## src/rtl/axis_master_fifo_if.sv

```systemverilog
`default_nettype none
// +--------------------------------------------------------------------------+
// | axis_master_fifo_if                                                      |
// | Backend valid/ready port and AXI-Stream master port of the bridge.       |
// | Rev 1.0 - initial release                                                |
// +--------------------------------------------------------------------------+
interface axis_master_fifo_if;
  logic [31:0] bk_data;
  logic [1:0]  bk_user;
  logic        bk_last;
  logic        bk_valid;
  logic        bk_ready;
  logic        axis_tvalid;
  logic [31:0] axis_tdata;
  logic [3:0]  axis_tstrb;
  logic [3:0]  axis_tkeep;
  logic        axis_tlast;
  logic [1:0]  axis_tuser;
  logic        axis_tready;

  modport master (
    input  bk_data, bk_user, bk_last, bk_valid,
    output bk_ready,
    output axis_tvalid, axis_tdata, axis_tstrb, axis_tkeep, axis_tlast, axis_tuser,
    input  axis_tready
  );

  modport slave (
    output bk_data, bk_user, bk_last, bk_valid,
    input  bk_ready,
    input  axis_tvalid, axis_tdata, axis_tstrb, axis_tkeep, axis_tlast, axis_tuser,
    output axis_tready
  );
endinterface
`default_nettype wire

```

## src/rtl/axis_master_fifo.sv

```systemverilog
`default_nettype none
// +--------------------------------------------------------------------------+
// | axis_master_fifo                                                         |
// | Backend-to-AXI-Stream master bridge: DEPTH-entry FIFO + output register. |
// | Rev 1.0 - initial release                                                |
// +--------------------------------------------------------------------------+
module axis_master_fifo #(
  parameter int DEPTH = 4
) (
  input  logic                        axi_aclk,
  input  logic                        axi_aresetn,
  axis_master_fifo_if.master          bus,
  output logic [$clog2(DEPTH+2)-1:0]  occupancy
);

  localparam int AW = $clog2(DEPTH);
  localparam int CW = $clog2(DEPTH+2);
  localparam int WW = 35;

  localparam logic [AW-1:0] c_ptr_one   = AW'(1);
  localparam logic [AW:0]   c_cnt_one   = (AW+1)'(1);
  localparam logic [AW:0]   c_cnt_zero  = '0;
  localparam logic [AW:0]   c_cnt_full  = (AW+1)'(DEPTH);
  localparam logic [3:0]    c_byte_mask = 4'hF;

  logic [WW-1:0] r_mem [DEPTH];
  logic [AW-1:0] r_wr_ptr;
  logic [AW-1:0] r_rd_ptr;
  logic [AW:0]   r_count;
  logic          r_tvalid;
  logic [WW-1:0] r_out;
  logic [CW-1:0] r_occupancy;

  logic [WW-1:0] w_bk_word;
  logic [WW-1:0] w_head;
  logic          w_fifo_full;
  logic          w_fifo_empty;
  logic          w_push;
  logic          w_out_free;
  logic          w_load_fifo;
  logic          w_bypass;
  logic          w_fifo_wr;
  logic          w_tvalid_next;
  logic [AW:0]   w_count_next;
  logic [CW-1:0] w_occ_next;

  assign w_bk_word    = {bus.bk_last, bus.bk_user, bus.bk_data};
  assign w_head       = r_mem[r_rd_ptr];
  assign w_fifo_full  = (r_count == c_cnt_full);
  assign w_fifo_empty = (r_count == c_cnt_zero);

  // Ready depends only on registered state (and reset), never on axis_tready.
  assign bus.bk_ready = axi_aresetn & ~w_fifo_full;

  assign w_push      = bus.bk_valid & bus.bk_ready;
  assign w_out_free  = ~r_tvalid | bus.axis_tready;
  assign w_load_fifo = w_out_free & ~w_fifo_empty;
  assign w_bypass    = w_out_free & w_fifo_empty & w_push;
  assign w_fifo_wr   = w_push & ~w_bypass;

  always_comb begin
    w_tvalid_next = r_tvalid;
    w_count_next  = r_count;
    if (w_out_free) begin
      w_tvalid_next = w_load_fifo | w_bypass;
    end
    if (w_fifo_wr && !w_load_fifo) begin
      w_count_next = r_count + c_cnt_one;
    end else if (!w_fifo_wr && w_load_fifo) begin
      w_count_next = r_count - c_cnt_one;
    end
  end

  assign w_occ_next = CW'(w_count_next) + CW'(w_tvalid_next);

  // Storage array carries no reset; only pointers and count define validity.
  always_ff @(posedge axi_aclk) begin
    if (w_fifo_wr) begin
      r_mem[r_wr_ptr] <= w_bk_word;
    end
  end

  always_ff @(posedge axi_aclk or negedge axi_aresetn) begin
    if (!axi_aresetn) begin
      r_wr_ptr    <= '0;
      r_rd_ptr    <= '0;
      r_count     <= '0;
      r_tvalid    <= 1'b0;
      r_out       <= '0;
      r_occupancy <= '0;
    end else begin
      if (w_fifo_wr) begin
        r_wr_ptr <= r_wr_ptr + c_ptr_one;
      end
      if (w_load_fifo) begin
        r_rd_ptr <= r_rd_ptr + c_ptr_one;
        r_out    <= w_head;
      end else if (w_bypass) begin
        r_out    <= w_bk_word;
      end
      r_count     <= w_count_next;
      r_tvalid    <= w_tvalid_next;
      r_occupancy <= w_occ_next;
    end
  end

  assign bus.axis_tvalid = r_tvalid;
  assign bus.axis_tdata  = r_out[31:0];
  assign bus.axis_tuser  = r_out[33:32];
  assign bus.axis_tlast  = r_out[34];
  assign bus.axis_tstrb  = c_byte_mask;
  assign bus.axis_tkeep  = c_byte_mask;
  assign occupancy       = r_occupancy;

endmodule
`default_nettype wire

```

## src/flat_wrapper.sv

```systemverilog
// flat-port wrapper written by rule: the top's interface ports become plain ports
module axis_master_fifo_flat 
#(
  parameter int DEPTH = 4
)
  (axi_aclk, axi_aresetn, occupancy, bus_bk_data, bus_bk_user, bus_bk_last, bus_bk_valid, bus_bk_ready, bus_axis_tvalid, bus_axis_tdata, bus_axis_tstrb, bus_axis_tkeep, bus_axis_tlast, bus_axis_tuser, bus_axis_tready);
  axis_master_fifo_if bus_i ();
  input  logic axi_aclk;
  input  logic axi_aresetn;
  output logic [$clog2(DEPTH+2)-1:0] occupancy;
  input wire logic [$bits(bus_i.bk_data)-1:0] bus_bk_data;
  input wire logic [$bits(bus_i.bk_user)-1:0] bus_bk_user;
  input wire logic [$bits(bus_i.bk_last)-1:0] bus_bk_last;
  input wire logic [$bits(bus_i.bk_valid)-1:0] bus_bk_valid;
  output wire logic [$bits(bus_i.bk_ready)-1:0] bus_bk_ready;
  output wire logic [$bits(bus_i.axis_tvalid)-1:0] bus_axis_tvalid;
  output wire logic [$bits(bus_i.axis_tdata)-1:0] bus_axis_tdata;
  output wire logic [$bits(bus_i.axis_tstrb)-1:0] bus_axis_tstrb;
  output wire logic [$bits(bus_i.axis_tkeep)-1:0] bus_axis_tkeep;
  output wire logic [$bits(bus_i.axis_tlast)-1:0] bus_axis_tlast;
  output wire logic [$bits(bus_i.axis_tuser)-1:0] bus_axis_tuser;
  input wire logic [$bits(bus_i.axis_tready)-1:0] bus_axis_tready;
  assign bus_i.bk_data = bus_bk_data;
  assign bus_i.bk_user = bus_bk_user;
  assign bus_i.bk_last = bus_bk_last;
  assign bus_i.bk_valid = bus_bk_valid;
  assign bus_bk_ready = bus_i.bk_ready;
  assign bus_axis_tvalid = bus_i.axis_tvalid;
  assign bus_axis_tdata = bus_i.axis_tdata;
  assign bus_axis_tstrb = bus_i.axis_tstrb;
  assign bus_axis_tkeep = bus_i.axis_tkeep;
  assign bus_axis_tlast = bus_i.axis_tlast;
  assign bus_axis_tuser = bus_i.axis_tuser;
  assign bus_i.axis_tready = bus_axis_tready;
  axis_master_fifo #(.DEPTH(DEPTH)) u_core (.axi_aclk(axi_aclk), .axi_aresetn(axi_aresetn), .bus(bus_i), .occupancy(occupancy));
endmodule
```

## config.mk

```make
export PLATFORM = sky130hd
export DESIGN_NAME = axis_master_fifo_flat
export DESIGN_NICKNAME = d
export VERILOG_FILES = /design/src/rtl/axis_master_fifo_if.sv /design/src/rtl/axis_master_fifo.sv /design/src/flat_wrapper.sv
export SDC_FILE = /design/constraint.sdc
export NUM_CORES = 1
export LEC_CHECK = 0
export BUFFER_PORTS_ARGS = -buffer_cell sky130_fd_sc_hd__buf_2
export CORE_MARGIN = 2
export CORE_UTILIZATION = 25
export CTS_CLUSTER_DIAMETER = 100
export DETAILED_ROUTE_END_ITERATION = 7
export SYNTH_ARGS = -nofsm -noshare
export SYNTH_HDL_FRONTEND = slang
export SYNTH_SLANG_ARGS = --single-unit
```

## constraint.sdc

```tcl
create_clock -name axi_aclk -period 6.4 [get_ports axi_aclk]
set_input_delay 0.96 -clock axi_aclk [delete_from_list [all_inputs] [get_ports axi_aclk]]
set_output_delay 0.96 -clock axi_aclk [all_outputs]
set_load 0.02 [all_outputs]
```

**Word-level counts from Yosys, hierarchy flattened**

Memories as Yosys holds them, arrays and structs flattened.
Index checks and enable logic that the tools add are counted.

- Register bits: 46
- Memory bits (writable): 140
- Output and inout port bits: 48
- Logic and storage cells: 38
- Memories: 1

- $add $sub $neg: 5
- Equal/unequal tests: 1
- Multiplexer cells: 7
- Bitwise operators: 12
- Reductions and logical operators: 6

Memory list:

| memory | words | bits a word | rd ports | clocked after memory_dff | wr ports | line | source |
|---|---|---|---|---|---|---|---|
| u_core.r_mem | 4 | 35 | 1 | 0 | 1 | axis_master_fifo.sv:26 | `logic [WW-1:0] r_mem [DEPTH];` |

Operators by type and width:

| cell | number |
|---|---|
| two-way mux 35 bit | 2 |
| bitwise AND 1 bit | 6 |
| two-way mux 3 bit | 2 |
| adder 2 x 1 -> 2 bit, second input constant | 2 |
| NOT 1 bit | 4 |
| adder 3 x 1 -> 3 bit | 1 |
| adder 3 x 1 -> 3 bit, second input constant | 1 |
| == test 3 bit, second input constant | 1 |
| logical NOT 3 bit | 1 |
| two-way mux 1 bit | 3 |
| subtractor 3 x 1 -> 3 bit, second input constant | 1 |
| logical AND 1 bit | 2 |
| logical NOT 1 bit | 2 |
| OR 1 bit | 2 |
| nonzero test 2 bit | 1 |

**Longest topological paths before layout**

- Word-level depth: 12
- Mapped depth: 9
- Depth with buffers taken out: 9

**Least setup slack after synthesis**

No wires, ideal clock.

- Path type: input to register
- Start: input bus_axis_tready
- End: memory u_core.r_mem[0][0] (enable)
- Library setup time: 395 ps
- Data arrival time: 2,470 ps
- Required time: 6,005 ps
- Slack: 3,534 ps
- Stages: 5
- Buffers on the path: 1
- Cells stage by stage: nand2b_1 buf_2 o21a_1 nor2_2 and2_1

- Cells in the longest elaborated chain, start to end: 7

Ends and longest elaborated chain:

| item | line | source |
|---|---|---|
| start, declared | flat_wrapper.sv:22 | `input wire logic [$bits(bus_i.axis_tready)-1:0] bus_axis_tready;` |
| OR 1 bit | axis_master_fifo.sv:56 | `assign w_out_free = ~r_tvalid \| bus.axis_tready;` |
| bitwise AND 1 bit (2 in a row) | axis_master_fifo.sv:58 | `assign w_bypass = w_out_free & w_fifo_empty & w_push;` |
| NOT 1 bit | axis_master_fifo.sv:59 | `assign w_fifo_wr = w_push & ~w_bypass;` |
| bitwise AND 1 bit | axis_master_fifo.sv:59 |  |
| two-way mux 1 bit | axis_master_fifo.sv:78 | `if (w_fifo_wr) begin` |
| two-way mux 1 bit (implied by the code) | axis_master_fifo.sv:79 | `r_mem[r_wr_ptr] <= w_bk_word;` |
| end, declared | axis_master_fifo.sv:26 |  |

No other way between the ends.

**Worst setup path in the final report**

- Start: input axi_aresetn
- End: output bus_bk_ready

- Cells in the longest elaborated chain, start to end: 1

Ends and longest elaborated chain:

| item | line | source |
|---|---|---|
| start, declared | flat_wrapper.sv:9 | `input logic axi_aresetn;` |
| bitwise AND 1 bit | axis_master_fifo.sv:53 | `assign bus.bk_ready = axi_aresetn & ~w_fifo_full;` |
| end, declared | flat_wrapper.sv:15 | `output wire logic [$bits(bus_i.bk_ready)-1:0] bus_bk_ready;` |

No other way between the ends.

==> reports/metrics.cfg <==
[run_status]
status = finished, final reports clean

[setup_path]
r2r-start = u_core.r_count[0]
critPathMaxFanout = 49
critPathLaunchType = input pin
r2r_slack_ps = 3890
cp.required_ps = 5440
ff2ff_path_depth = 8
cp-end-kind = output pin
r2r-end = u_core.occupancy[2]
crit_type = in -> out
arrival_ps = 2090

[synthesis]
synth-seq-area-share = 0.7248
synth_edf_count = 140
synth_top_area_frac = 0.5690
synthesis.instances = 398
yosysWarnings = 0
synth_area_um2 = 7388
async_flop_share = 0.2473
syn_avg_cell_area_um2 = 18.56
synth.most_common_cell = edfxtp_1
ys_dominant_reg_cell = edfxtp_1
synth_top_area_cell = edfxtp_1
ys_types = 35
synthTopCellsByArea = edfxtp_1, dfrtp_1, mux4_2
synth_common_cells = edfxtp_1, dfrtp_1, mux2i_1, nor2_1, a21oi_1
ys_seq_elements = 186

[global_route]
grt_first_pass_wirelength_um = 22220
antenna_found_initial = 1
grt_start_max_net_pins = 50
grtUsageTotal = 0.09636
grt_pass1_vias = 3871
grt_overflow = 0

[sta]
min_period_ps = 3051
finalMaxSlewViolations = 0
setup_viol = 0
grt_setup_unrepaired = no
max_freq_mhz = 327.7
tightestPinTransition_ps = 959.4
tns_ps = 0
relSlewSlack = 0.3604
hold_viol_final = 0
post-route-period-util = 0.4768
skew_ps = 26.98
holdWs_ps = 522.7

[power]
irDropWorstVdd_v = 0.0001741
internal_power_w = 0.002696
pwr-share-seq = 0.433
clkPwrFrac = 0.277
p_sw_w = 0.001271
cellLeakagePower_nw = 3.171
pwr-share-comb = 0.290
switching_share = 0.3204
power_density_nw_per_um2 = 452.2

[clock_tree]
cts_tree = yes
post_cts_buffers = 0
clk_latency_ps = 440
clock_sinks = 186
cts.repair.resized = 0
cts_hold_buf = 0
htree_levels = 4
numCtsBuffers = 17
path_clk_slew_ps = 70
cts_buffer_depth = 2
clockRootBuffer = clkbuf_16

[floorplan]
die_y_um = 175.9
die_area_um2 = 30940
initial_core_util = 0.2553
core_um2 = 28940
die_w_um = 175.9
boundaryPins = 87
row_count = 62

[hold_path]
hold_class = reg -> reg
min_path_cells = 2
hold_end = u_core.r_out[10]
worstHoldStart = u_core.r_out[10]

[layout]
instances_no_fill = 876
layout-drive-gt1-share = 0.3279
finalNetCount = 526
fill_cells = 2824
area_delta_synth_final_pct = 18.73

[drt]
drc = 0
vias = 3689
viasPerCell = 4.211
first_pass_iters = 4
final_antenna_net_count = 0
drt-initial-drc-count = 304
wl_um = 14350
wl_per_cell_um = 16.38

[placed_design]
hpwlAfterDp_um = 9280
place_inst = 843
port_buffers = 78
gp_congestion = 0.7095

[flow_run]
max_cap_viol_count = 0

-- power by group through the flow --
stage               Clock (W)  Combinational (W)  Sequential (W)
finish                0.00110            0.00115         0.00172
global route          0.00117            0.00126         0.00175
CTS                   0.00112            0.00118         0.00173
detailed placement          0            0.00117         0.00175
global placement            0            0.00116         0.00174
floorplan                   0           0.000784         0.00181
-- cell families after synthesis --
logic type	synth area share
flops	0.7248
mux	0.1580
simple gates	0.03387
compound gates	0.03150
buf+inv	0.02710
fa+ha+maj	0.01524
xor+xnor	0.008975
other cells	0.0005076
-- critical path, cell delays in order --
cell	delay [ps]
buf_2	70
buf_4	540
a21boi_0	290
buf_2	210
-- how the worst max path moves through the flow --
stage / startpoint / endpoint / slack (ps) / cells after the start
3_5_place_dp: axi_aresetn / u_core.r_mem[1][30] / 2840 / 5
2_1_floorplan: bus_axis_tready / u_core.r_mem[0][0] / 3530 / 5
6_report: axi_aresetn / bus_bk_ready / 3350 / 4
4_1_cts: axi_aresetn / bus_bk_ready / 3290 / 4
3_3_place_gp: axi_aresetn / u_core.r_mem[2][30] / 2940 / 5
5_1_grt: axi_aresetn / u_core.r_out[15] / 3060 / 7
-- placed cells by master (no fill, tap or decap), drive strengths merged --
cell / count
a211oi: 1
a21boi: 1
a21oi: 36
a22oi: 1
and2: 4
and3b: 1
buf: 81
bufinv: 3
clkbuf: 17
clkinv: 4
clkinvlp: 2
conb: 8
dfrtp: 46
diode: 1
edfxtp: 140
ha: 9
inv: 10
mux2: 1
mux2i: 36
mux4: 35
nand2: 2
nand2b: 2
nand3: 2
nor2: 37
nor2b: 2
nor3: 2
o21a: 1
o31a: 1
xnor2: 5
xnor3: 1
-- stage by stage --
step,area [um2],setup slack (ps),total power (W),util
2_1_floorplan,7415,3534,0.002592,-
3_3_place_gp,8138,2936,0.002898,0.2812
3_5_place_dp,8138,2836,0.002924,0.2812
4_1_cts,8770,3291,0.004029,0.3031
5_1_grt,8770,3059,0.004184,0.3031
6_report,8772,3349,0.003967,0.3032
-- state kept, by name, summed over array words and instances, names as in the netlist --
register                flops
u_core.r_mem              140
u_core.r_out               35
u_core.occupancy            3
u_core.r_count              3
u_core.r_rd_ptr             2
u_core.r_wr_ptr             2
u_core.bus.axis_tvalid      1
-- routing by layer --
layer	track usage	routed length [um]	vias up
met5	0	0	-
met1	0.1256	6583	1875
met4	0.03409	207	0
met3	0.02879	740	18
met2	0.1529	6822	108
li1	-	-	1688
-- final cells by class --
cell class              count  area, um2  area share
repair buffers             81      412.9     0.04707
inverters                   4      15.01    0.001712
clock buffers              17      425.4     0.04850
clock inverters            15      206.4     0.02353
flip-flops and latches    186       5358      0.6108
diodes                      1      2.502   0.0002853
well taps                 384      480.5     0.05477
multi-input cells         188       1872      0.2134
Power figures use the tool's default switching activity.
